### config.mk
export PLATFORM = sky130hd
export DESIGN_NAME = rl_output_arbiter_flat
export DESIGN_NICKNAME = d
export VERILOG_FILES = /design/src/rtl/rl_output_arbiter_if.sv /design/src/rtl/rl_output_arbiter.sv /design/src/flat_wrapper.sv
export SDC_FILE = /design/constraint.sdc
export NUM_CORES = 1
export LEC_CHECK = 0
export CAP_MARGIN = 20
export CORE_MARGIN = 4
export CORE_UTILIZATION = 50
export DETAILED_ROUTE_END_ITERATION = 6
export PLACE_DENSITY = 0.89
export SLEW_MARGIN = 20
export SYNTH_ARGS = -nofsm -noshare
export SYNTH_HDL_FRONTEND = slang
export SYNTH_SLANG_ARGS = --single-unit
### constraint.sdc
create_clock -name clk -period 3.03 [get_ports clk]
set_clock_uncertainty 0.05 [all_clocks]
set_input_delay 0.606 -clock clk [delete_from_list [all_inputs] [get_ports clk]]
set_output_delay 0.606 -clock clk [all_outputs]
set_load 0.02 [all_outputs]
### src/rtl/rl_output_arbiter_if.sv
// ---------------------------------------------------------------------------
// rl_output_arbiter_if
// Bundle of the arbiter handshake signals.
//
// Parameters:
//   WIDTH    flit width in bits
//   NUM_REQ  number of requesting channels
//
// Signals:
//   in_valid  [NUM_REQ]        per-requester flit valid
//   in_data   [NUM_REQ*WIDTH]  per-requester flit, requester i at [i*WIDTH +: WIDTH]
//   in_ready  [NUM_REQ]        per-requester accept
//   out_valid                  output flit valid
//   out_data  [WIDTH]          output flit
//   out_src   [$clog2(NUM_REQ)] requester that supplied out_data
//   out_ready                  downstream accept
//
// Modports:
//   master  the environment: drives requests and downstream ready
//   slave   the arbiter: accepts requests and drives the output slot
// ---------------------------------------------------------------------------
interface rl_output_arbiter_if #(
   parameter int WIDTH   = 11,
   parameter int NUM_REQ = 3
);
   localparam int SRC_W = $clog2(NUM_REQ);

   logic [NUM_REQ-1:0]       in_valid;
   logic [NUM_REQ*WIDTH-1:0] in_data;
   logic [NUM_REQ-1:0]       in_ready;
   logic                     out_valid;
   logic [WIDTH-1:0]         out_data;
   logic [SRC_W-1:0]         out_src;
   logic                     out_ready;

   modport master (
      output in_valid, in_data, out_ready,
      input  in_ready, out_valid, out_data, out_src
   );

   modport slave (
      input  in_valid, in_data, out_ready,
      output in_ready, out_valid, out_data, out_src
   );
endinterface

### src/rtl/rl_output_arbiter.sv
// ---------------------------------------------------------------------------
// rl_output_arbiter
// Round-robin arbiter merging NUM_REQ routing-logic output channels into the
// single arbiter input of a router RL stage. Each requester owns a one-entry
// holding register; one held flit per cycle is granted into a registered
// output slot. Flits pass through unmodified.
//
// Parameters:
//   WIDTH    flit width (11: [0] type, [3:1] destination, [10:4] payload)
//   NUM_REQ  number of requesters (2..8)
//   CNT_W    width of each grant statistics counter
//
// Ports:
//   clk        clock
//   rst_n      asynchronous active-low reset
//   bus        handshake bundle (rl_output_arbiter_if.slave)
//   busy       any holding register or the output slot occupied
//   grant_cnt  per-requester saturating grant counters (ARB_STATS_EN only)
//
// Optional feature macro: ARB_STATS_EN enables the grant_cnt port/counters.
// ---------------------------------------------------------------------------
module rl_output_arbiter #(
   parameter int WIDTH   = 11,
   parameter int NUM_REQ = 3,
   parameter int CNT_W   = 16
) (
   input  logic                   clk,
   input  logic                   rst_n,
   rl_output_arbiter_if.slave     bus,
   output logic                   busy
`ifdef ARB_STATS_EN
   ,
   output logic [NUM_REQ*CNT_W-1:0] grant_cnt
`endif
);

   localparam int SRC_W = $clog2(NUM_REQ);

   localparam logic [0:0] SLOT_EMPTY = 1'b0;
   localparam logic [0:0] SLOT_FULL  = 1'b1;

   logic [NUM_REQ-1:0] hold_v;
   logic [WIDTH-1:0]   hold_d [NUM_REQ];
   logic [0:0]         slot_state;
   logic [WIDTH-1:0]   out_data_r;
   logic [SRC_W-1:0]   out_src_r;
   logic [SRC_W-1:0]   ptr;

   logic               slot_free;
   logic               found;
   logic               grant;
   logic [SRC_W-1:0]   winner;
   int                 idx;

   assign bus.in_ready  = ~hold_v;
   assign bus.out_valid = (slot_state == SLOT_FULL);
   assign bus.out_data  = out_data_r;
   assign bus.out_src   = out_src_r;
   assign busy          = (|hold_v) || (slot_state == SLOT_FULL);

   // The slot can take a new flit when empty or when its flit drains this edge.
   assign slot_free = (slot_state == SLOT_EMPTY) || bus.out_ready;
   assign grant     = slot_free && found;

   // Rotating-priority search: first held flit after the last winner.
   always_comb begin
      found  = 1'b0;
      winner = '0;
      idx    = 0;
      for (int k = 1; k <= NUM_REQ; k++) begin
         idx = (int'(ptr) + k) % NUM_REQ;
         if (!found && hold_v[idx]) begin
            found  = 1'b1;
            winner = SRC_W'(idx);
         end
      end
   end

   // Holding registers. A register granted this edge cannot also accept,
   // since its in_ready was low, so the two branches never collide.
   always_ff @(posedge clk or negedge rst_n) begin
      if (!rst_n) begin
         hold_v <= '0;
         for (int i = 0; i < NUM_REQ; i++) begin
            hold_d[i] <= '0;
         end
      end else begin
         for (int i = 0; i < NUM_REQ; i++) begin
            if (grant && (winner == SRC_W'(i))) begin
               hold_v[i] <= 1'b0;
            end else if (bus.in_valid[i] && !hold_v[i]) begin
               hold_v[i] <= 1'b1;
               hold_d[i] <= bus.in_data[i*WIDTH +: WIDTH];
            end
         end
      end
   end

   // Output slot and priority pointer. Data and source only change on a
   // grant, so they stay steady while the slot is stalled.
   always_ff @(posedge clk or negedge rst_n) begin
      if (!rst_n) begin
         slot_state <= SLOT_EMPTY;
         out_data_r <= '0;
         out_src_r  <= '0;
         ptr        <= SRC_W'(NUM_REQ - 1);
      end else if (slot_free) begin
         if (found) begin
            slot_state <= SLOT_FULL;
            out_data_r <= hold_d[winner];
            out_src_r  <= winner;
            ptr        <= winner;
         end else begin
            slot_state <= SLOT_EMPTY;
         end
      end
   end

`ifdef ARB_STATS_EN
   logic [CNT_W-1:0] cnt [NUM_REQ];

   // Per-requester grant counters, saturating at all-ones.
   always_ff @(posedge clk or negedge rst_n) begin
      if (!rst_n) begin
         for (int i = 0; i < NUM_REQ; i++) begin
            cnt[i] <= '0;
         end
      end else begin
         for (int i = 0; i < NUM_REQ; i++) begin
            if (grant && (winner == SRC_W'(i)) && (cnt[i] != '1)) begin
               cnt[i] <= cnt[i] + 1'b1;
            end
         end
      end
   end

   for (genvar g = 0; g < NUM_REQ; g++) begin : g_cnt_out
      assign grant_cnt[g*CNT_W +: CNT_W] = cnt[g];
   end
`else
   // Counters are absent; CNT_W is only referenced to keep the parameter list
   // identical between both builds.
   if (CNT_W > 0) begin : g_no_stats
   end
`endif

endmodule
### src/flat_wrapper.sv
// flat-port wrapper written by rule: the top's interface ports become plain ports
module rl_output_arbiter_flat 
#(
   parameter int WIDTH   = 11,
   parameter int NUM_REQ = 3,
   parameter int CNT_W   = 16
)
  (clk, rst_n, busy, bus_in_valid, bus_in_data, bus_out_ready, bus_in_ready, bus_out_valid, bus_out_data, bus_out_src);
  rl_output_arbiter_if #(.WIDTH(WIDTH), .NUM_REQ(NUM_REQ)) bus_i ();
  input  logic clk;
  input  logic rst_n;
  output logic busy;
  input wire logic [$bits(bus_i.in_valid)-1:0] bus_in_valid;
  input wire logic [$bits(bus_i.in_data)-1:0] bus_in_data;
  input wire logic [$bits(bus_i.out_ready)-1:0] bus_out_ready;
  output wire logic [$bits(bus_i.in_ready)-1:0] bus_in_ready;
  output wire logic [$bits(bus_i.out_valid)-1:0] bus_out_valid;
  output wire logic [$bits(bus_i.out_data)-1:0] bus_out_data;
  output wire logic [$bits(bus_i.out_src)-1:0] bus_out_src;
  assign bus_i.in_valid = bus_in_valid;
  assign bus_i.in_data = bus_in_data;
  assign bus_i.out_ready = bus_out_ready;
  assign bus_in_ready = bus_i.in_ready;
  assign bus_out_valid = bus_i.out_valid;
  assign bus_out_data = bus_i.out_data;
  assign bus_out_src = bus_i.out_src;
  rl_output_arbiter #(.WIDTH(WIDTH), .NUM_REQ(NUM_REQ), .CNT_W(CNT_W)) u_core (.clk(clk), .rst_n(rst_n), .bus(bus_i), .busy(busy));
endmodule
* Word-level counts from Yosys, hierarchy flattened
Index checks and enable logic that the tools add are counted.
** Word-level totals
- Register bits after elaboration :: 52
- Bits of input ports :: 39
- Output and inout bits :: 18
- Word-level logic and storage cells :: 78
** Operators by class
- Add/sub/neg operators :: 3
- Div/mod/pow operators :: 3
- Magnitude comparators :: 4
- Equality and inequality tests :: 2
- Mux-type cells :: 25
- Bitwise gates (word level) :: 6
- Reductions and logical operators :: 25
** Operator list (number)
- $lt A32 B4 Y1 const B :: 3
- $mod A32 B3 Y32 const B :: 3
- $bmux W11 S2 :: 1
- $mux W11 :: 2
- $mux W1 :: 16
- $logic_and A1 B1 Y1 :: 9
- $reduce_and A2 Y1 :: 4
- $add A2 B2 Y3 const B :: 2
- $bmux W1 S2 :: 3
- $mux W2 :: 3
- $reduce_bool A2 Y1 :: 3
- $logic_not A1 Y1 :: 5
- $not A1 Y1 :: 4
- $add A2 B1 Y3 const B :: 1
- $ge A3 B3 Y1 const B :: 1
- $not A2 Y3 :: 1
- $not A3 Y3 :: 1
- $reduce_or A3 Y1 :: 1
- $eq A2 B1 Y1 const B :: 1
- $eq A2 B2 Y1 const B :: 1
- $logic_not A2 Y1 :: 1
- $logic_or A1 B1 Y1 :: 2

* Depth between registers and ports, before layout
Gate-level depths: netlist (run 1).
- Depth in word-level cells :: 16
- Depth in mapped cells :: 8
- Gate-level depth less buffers :: 7

* Worst setup path before layout (run 1)
Ideal clock, no wire load.
- Path type :: flip-flop to flip-flop
- Start :: reg u_core.ptr[1]
- End :: reg u_core.out_data_r[0] (netlist: u_core.bus.out_data[0])
- Library setup time :: 132 ps
- Arrival time :: 2056 ps
- Required time :: 2848 ps
- Slack :: 792 ps
- Stages on the path, launching flop included :: 9
- Path buffers :: 1
- Clock period less this slack :: 2238 ps
- Cells stage by stage :: dfstp_2 inv_1 ha_1 a221oi_4 a32oi_4 or3_4 buf_6 a31oi_1 a221oi_2
** On the way
- Word-level cells in the longest chain between the ends :: 16
- Elaborated cells on any way between the ends :: 30
- Those cells by class :: 3 x add/sub; 3 x div; 18 x mux; 1 x bitwise; 5 x reduce/logical
** Ends and longest elaborated chain
- start: declaration :: RTL line rl_output_arbiter.sv:47 : logic [SRC_W-1:0] ptr;
- start signal: assignment :: RTL line rl_output_arbiter.sv:106 : ptr <= SRC_W'(NUM_REQ - 1);
- start signal: assignment :: RTL line rl_output_arbiter.sv:112 : ptr <= winner;
- $add A2 B1 Y3 :: RTL line rl_output_arbiter.sv:71 : idx = (int'(ptr) + k) % NUM_REQ;
- $mod A32 B3 Y32 :: RTL line rl_output_arbiter.sv:71
- $bmux W1 S2 :: RTL line rl_output_arbiter.sv:72 : if (!found && hold_v[idx]) begin
- $mux W1 (implied by the code) (2 in a row) :: RTL line rl_output_arbiter.sv:72
- $mux W1 :: RTL line rl_output_arbiter.sv:72
- $logic_not A1 Y1 :: RTL line rl_output_arbiter.sv:72
- $logic_and A1 B1 Y1 :: RTL line rl_output_arbiter.sv:72
- $mux W1 :: RTL line rl_output_arbiter.sv:72
- $logic_not A1 Y1 :: RTL line rl_output_arbiter.sv:72
- $logic_and A1 B1 Y1 :: RTL line rl_output_arbiter.sv:72
- $mux W2 :: RTL line rl_output_arbiter.sv:72
- $not A2 Y3 (implied by the code) :: RTL line rl_output_arbiter.sv:110 : out_data_r <= hold_d[winner];
- $bmux W11 S2 :: RTL line rl_output_arbiter.sv:110
- $mux W11 (implied by the code) (2 in a row) :: RTL line rl_output_arbiter.sv:110
- end signal: assignment :: RTL line rl_output_arbiter.sv:110
- end: declaration :: RTL line rl_output_arbiter.sv:45 : logic [WIDTH-1:0] out_data_r;
Several ways; a longest one is shown, not always the timed one. The select of a mux whose other input is x is not followed.
A chain may end at the register's enable or synchronous reset.

* Final worst setup path (run 1)
- Start :: reg u_core.hold_v[2]
- End :: out busy
** On the way
- Word-level cells in the longest chain between the ends :: 2
** Ends and longest elaborated chain
- start: declaration :: RTL line rl_output_arbiter.sv:42 : logic [NUM_REQ-1:0] hold_v;
- start signal: assignment :: RTL line rl_output_arbiter.sv:83 : hold_v <= '0;
- start signal: indexed assignment :: RTL line rl_output_arbiter.sv:90 : hold_v[i] <= 1'b0;
- start signal: indexed assignment :: RTL line rl_output_arbiter.sv:92 : hold_v[i] <= 1'b1;
- $reduce_or A3 Y1 :: RTL line rl_output_arbiter.sv:59 : assign busy = (|hold_v) || (slot_state == SLOT_FULL);
- $logic_or A1 B1 Y1 :: RTL line rl_output_arbiter.sv:59
- end: declaration :: RTL line flat_wrapper.sv:12 : output logic busy;
Every way passes these cells.

==> flow_summary.ini, run 1 <==
[timing]
finalMaxSlewViolations = 0
fin_crit_ns = 2.551
fin_tns_setup_ns = 0
rsz0062_at_grt = false
hold_slack_ns = 0.2572
finalSetupViolCount = 0
tightest_slew_ns = 0.6270
max-slew-margin-rel_pct = 58.20
fmax_ghz = 0.3921
finalCritPeriodShare_pct = 84.18
hold_viol_final = 0

[detailed_routing]
drt_iter0_drc = 107
drt-total-wl_mm = 5.642
ant_nets = 0
num_vias = 1856
drc = 0
post_drt_wl_per_cell_microns = 17.20
vias_per_cell = 5.659
drt_first_pass_iters = 5

[final_layout]
diodes = 0
syn_to_final_growth_pct = 28.51
layout_commonest_cell = clkdlybuf4s50_1
drive_above_1_share_pct = 26.44
final_cell_mix = 55 x clkdlybuf4s50_1, 50 x dfrtp_1, 33 x mux2_2, 18 x inv_1
nFillCells = 370
final_nets = 303

[critical_path]
arrival_ns = 1.89
reg2reg_depth = 7
r2r_end = u_core.bus.out_data[6]
cp_max_fo = 9
required_ns = 2.37
crit_path_end_kind = output port
r2r_slack_ns = 0.65
cp-start-kind = flop
worst-setup-path-type = reg -> out
reg2reg_from = u_core.ptr[1]

[power_and_ir_drop]
switching_power_mw = 1.481
seqPwrFrac_pct = 34.7
p_sw_share_pct = 39.79
peakVddDrop_mv = 0.6194
internal_power_mw = 2.241
p_leak_nw = 1.328
power_density_mw_per_mm2 = 1154
clockPowerShare_pct = 13.1
combPwrFrac_pct = 52.3

[logic_synthesis]
synth_async_sr_flop_share_pct = 100.0
ys_warn_count = 0
ys.flop_type = dfrtp_1
syn-instance-count = 204
seq_area_frac_synth_pct = 50.90
synth_area_per_cell_sq_um = 12.30
synth-edff-count = 0
synth_seq_cells = 51
netlist_area_sq_mm = 0.002510
ys_types = 40
syn_nets = 247

[status]
status = completed

[floorplan]
io_pins = 57
coreArea_sq_mm = 0.004786
die_h_microns = 78.85
start_util_pct = 52.44
num_rows = 25
dieArea_sq_mm = 0.006217
die_x_microns = 78.85

[grt]
grt_max_degree = 30
grt_first_pass_wirelength_mm = 9.384
grt_usage_pct = 19.52
grt_pass1_vias = 1989
antenna_found_initial = 0
overflow = 0

[clocking]
ctsHoldBuffers = 0
clockBufferDepth = 2
clk_pin_slew_worst_paths_ns = 0.09
clk_latency_ns = 0.31
tritoncts = built
cts_root_buffer = clkbuf_8
cts_made_buffers = 5
cts.sinks = 51
cts.htree.levels = 2
ctsResizeCount = 0
post_cts_buffers = 0

[place]
globalplace.congestion = 0.8027
portBuffers = 56
place_hpwl_mm = 4.262

[run]
maxCapViolCount = 0

[min_path]
hold_class = in -> async
-- worst max-delay path: stages (launching register included) --
cell and delay, ns:
dfrtp_1 0.50, or4_1 0.55, clkdlybuf4s50_1 0.55
-- synth_stat cells, types with 3 or more instances --
library cell / instances / area share [%]
a31oi_1: 11 / 2.7
nand2_1: 6 / 0.90
buf_4: 4 / 1.2
dfrtp_1: 50 / 50
mux2_2: 33 / 15
nor3_1: 11 / 2.2
ha_1: 4 / 2.0
nor2_1: 4 / 0.60
nand2b_1: 4 / 1.0
o21ai_0: 11 / 2.2
buf_2: 3 / 0.60
buf_6: 3 / 1.3
nor2b_1: 3 / 0.75
a221oi_2: 10 / 6.0
inv_1: 18 / 2.7
-- logic make-up (layout without fill, tap and decap cells) --
family,Yosys count,count (layout),share of synthesized area [%]
DFF,51,51,50.90
AOI/OAI and AO/OA,48,48,17.95
muxes,34,34,15.20
and+or+nand+nor,34,34,7.378
buffers and inverters,33,90,6.580
adders and majority gates,4,4,1.994
-- power by group through the flow --
stage / combinational (mW) / sequential [mW] / clock [mW]
finish: 1.95 / 1.29 / 0.487
global route: 2.11 / 1.33 / 0.524
CTS: 1.95 / 1.29 / 0.493
detailed placement: 1.95 / 1.30 / 0
global placement: 1.87 / 1.29 / 0
floorplan: 1.38 / 1.30 / 0
-- layout make-up --
class	count	area, sq um	area share (%)
Tap cell	67	83.83	2.599
Sequential cell	51	1277	39.60
Inverter	19	71.32	2.211
Clock inverter	2	35.03	1.086
Multi-Input combinational cell	120	1067	33.09
Clock buffer	6	82.58	2.560
Timing Repair Buffer	63	608.1	18.85
-- per-stage QoR --
stage	utilization [%]	area, sq um	power (mW)	std cells	worst slack (ns)
after CTS	67.40	3226	3.738	328	0.4564
after detailed placement	64.94	3108	3.248	320	0.6569
after floorplan	-	2510	2.677	204	0.7918
after global placement	64.94	3108	3.162	320	0.7438
final	67.40	3226	3.722	328	0.4795
after global routing	67.40	3226	3.970	328	0.4091
-- routing by layer --
layer	share of wire [%]	vias up	global-route usage, %	wire, microns
li1	-	845	-	-
met1	40	908	23.71	2234
met2	52	88	33.70	2906
met3	6.5	15	3.855	367
met4	2.4	0	8.591	133
met5	0	-	0	0
-- state kept, by name (all words and copies together) (netlist names) --
signal,flops
u_core.bus.out_data,11
u_core.bus.out_src,1
u_core.bus.out_valid,1
u_core.hold_d,33
u_core.hold_v,3
u_core.ptr,2
-- worst max-delay path by stage --
stage                     startpoint                       to  slack (ns)
detailed placement     u_core.ptr[1]   u_core.bus.out_data[3]        0.66
CTS                 u_core.hold_v[2]                     busy        0.46
global placement       u_core.ptr[1]  u_core.bus.out_data[10]        0.74
global route        u_core.hold_v[2]                     busy        0.41
finish              u_core.hold_v[2]                     busy        0.48
floorplan              u_core.ptr[1]   u_core.bus.out_data[0]        0.79
No activity file was read; power rests on OpenSTA's default activity.
==> run 2, diff against run 1 <==
- CORE_UTILIZATION: 50 -> 45
- PLACE_DENSITY: 0.89 -> 0.85
- clock period: 3.03 -> 2.2 ns (I/O delays scaled with it)
==> flow_summary.ini, run 2 (synthesis gave the netlist of run 1 again) <==
[status]
status = complete, but fails checks
violations = setup timing

[timing]
fin_crit_ns = 2.363
hold_slack_ns = 0.07595
rsz0062_at_grt = true
fmax_ghz = 0.4232
tightest_slew_ns = 0.7184
finalCritPeriodShare_pct = 107.4
hold_viol_final = 0
finalSetupViolCount = 11
finalMaxSlewViolations = 0
fin_ws_ns = -0.1627
max-slew-margin-rel_pct = 52.05

[final_layout]
final_nets = 320
fin_area_sq_mm = 0.003647
drive_above_1_share_pct = 41.37
layout_commonest_cell = clkdlybuf4s50_1
largest_reg_flops = 33
top_register = u_core.hold_d
diodes = 0
syn_to_final_growth_pct = 45.31
nFillCells = 385
final_cell_mix = 54 x clkdlybuf4s50_1, 48 x dfrtp_1, 33 x mux2_2, 16 x inv_1, 14 x buf_4

[clocking]
cts_made_buffers = 5
cts.htree.levels = 2
ctsHoldBuffers = 0
cts.sinks = 51
tritoncts = built
clockBufferDepth = 2
cts_root_buffer = clkbuf_8
clk_latency_ns = 0.31
clk_pin_slew_worst_paths_ns = 0.10

[grt]
grt_first_pass_wirelength_mm = 9.618
overflow = 0
antenna_found_initial = 0
grt_max_degree = 26
grt_usage_pct = 19.34
grt_pass1_vias = 1945

[floorplan]
die_h_microns = 82.69
num_rows = 26
dieArea_sq_mm = 0.006837
die_x_microns = 82.69
start_util_pct = 47.63
io_pins = 57
coreArea_sq_mm = 0.005270

[detailed_routing]
num_vias = 2027
drt_first_pass_iters = 4
post_drt_wl_per_cell_microns = 20.83
ant_nets = 0
drt_iter0_drc = 190
drt-total-wl_mm = 7.249
drc = 0
vias_per_cell = 5.825

[place]
placed_area_sq_mm = 0.003192
place_hpwl_mm = 4.371
place_ws_ns = -0.07039
portBuffers = 56
globalplace.congestion = 0.9052

[power_and_ir_drop]
peakVddDrop_mv = 0.9063
power_density_mw_per_mm2 = 1676
p_leak_nw = 1.455

[run]
maxCapViolCount = 0

[min_path]
hold_class = in -> async

[critical_path]
crit_path_end_kind = flop
cp-start-kind = flop
cp_max_fo = 11
arrival_ns = 2.51
worst-setup-path-type = reg -> reg
required_ns = 2.35
==> run 2: changes by cell type in the layout (fill, tap and decap cells not counted), moves of 4 or more <==
cell / previous run / this run
a31oi_1: 11 / 5
a31oi_2: 0 / 4
buf_4: 7 / 14
ha_1: 4 / 0
nor3_1: 11 / 1
nor3_2: 1 / 7
nor3_4: 0 / 4
==> run 2: metal layers <==
metal	vias to the layer above	global-route usage (%)	share of wire, %
met5	-	0	0
met3	31	4.664	6.4
met2	96	33.57	51
met4	0	6.373	4.1
li1	886	-	-
met1	1014	23.51	39
==> run 2: final cells by class <==
cell class	count	area [sq um]	share of cell area (%)
multi-input combinational	122	1325	36.33
sequential	51	1280	35.09
timing repair buffer	78	803.3	22.02
tap	70	87.58	2.401
clock buffer	8	80.08	2.196
inverter	19	71.32	1.955
==> run 2: worst max-delay path: stages (launching register included) <==
cell,delay (ns)
dfstp_2,0.58
inv_2,0.06
ha_4,0.17
buf_4,0.14
nand2_1,0.09
nor4_2,0.06
nor2_2,0.55
a31oi_4,0.19
a221oi_2,0.34
==> run 2: metrics by stage <==
step                total power [mW]  std cells  util, %   TNS, ns
finish                         6.114        348    69.21   -0.9850
global route                   6.429        348    69.21    -1.953
CTS                            5.244        339    63.01  -0.05946
detailed placement             4.632        330    60.57   -0.4467
global placement               4.508        330    60.57  -0.09811
floorplan                      3.689        204        -         0
==> run 2: final timing paths <==
check | depth (start not counted) | startpoint | slack [ns] | to
worst max-delay path | 8 | u_core.ptr[1] | -0.16 | u_core.bus.out_data[10]
worst max register to register | 8 | u_core.ptr[1] | -0.16 | u_core.bus.out_data[10]
min in group clk | 1 | u_core.hold_d[17] | 0.46 | u_core.hold_d[17]
max in group asynchronous | 2 | rst_n | 1.32 | u_core.ptr[1]
worst min-delay path | 1 | rst_n | 0.08 | u_core.bus.out_src[1]
worst min register to register | 1 | u_core.hold_d[17] | 0.46 | u_core.hold_d[17]
==> run 2: what timing repair did <==
| item | in CTS | in global routing |
|---|---|---|
| setup endpoints to repair | 12 | 17 |
| pin swaps | 6 | 7 |
| resized for setup | 12 | 40 |
| cloned | 1 | 4 |
| buffers inserted | 0 | 5 |
==> run 2: power by group <==
group	switching (mW)	internal, mW
combinational	1.90	1.83
sequential	0.405	1.44
clock	0.308	0.227
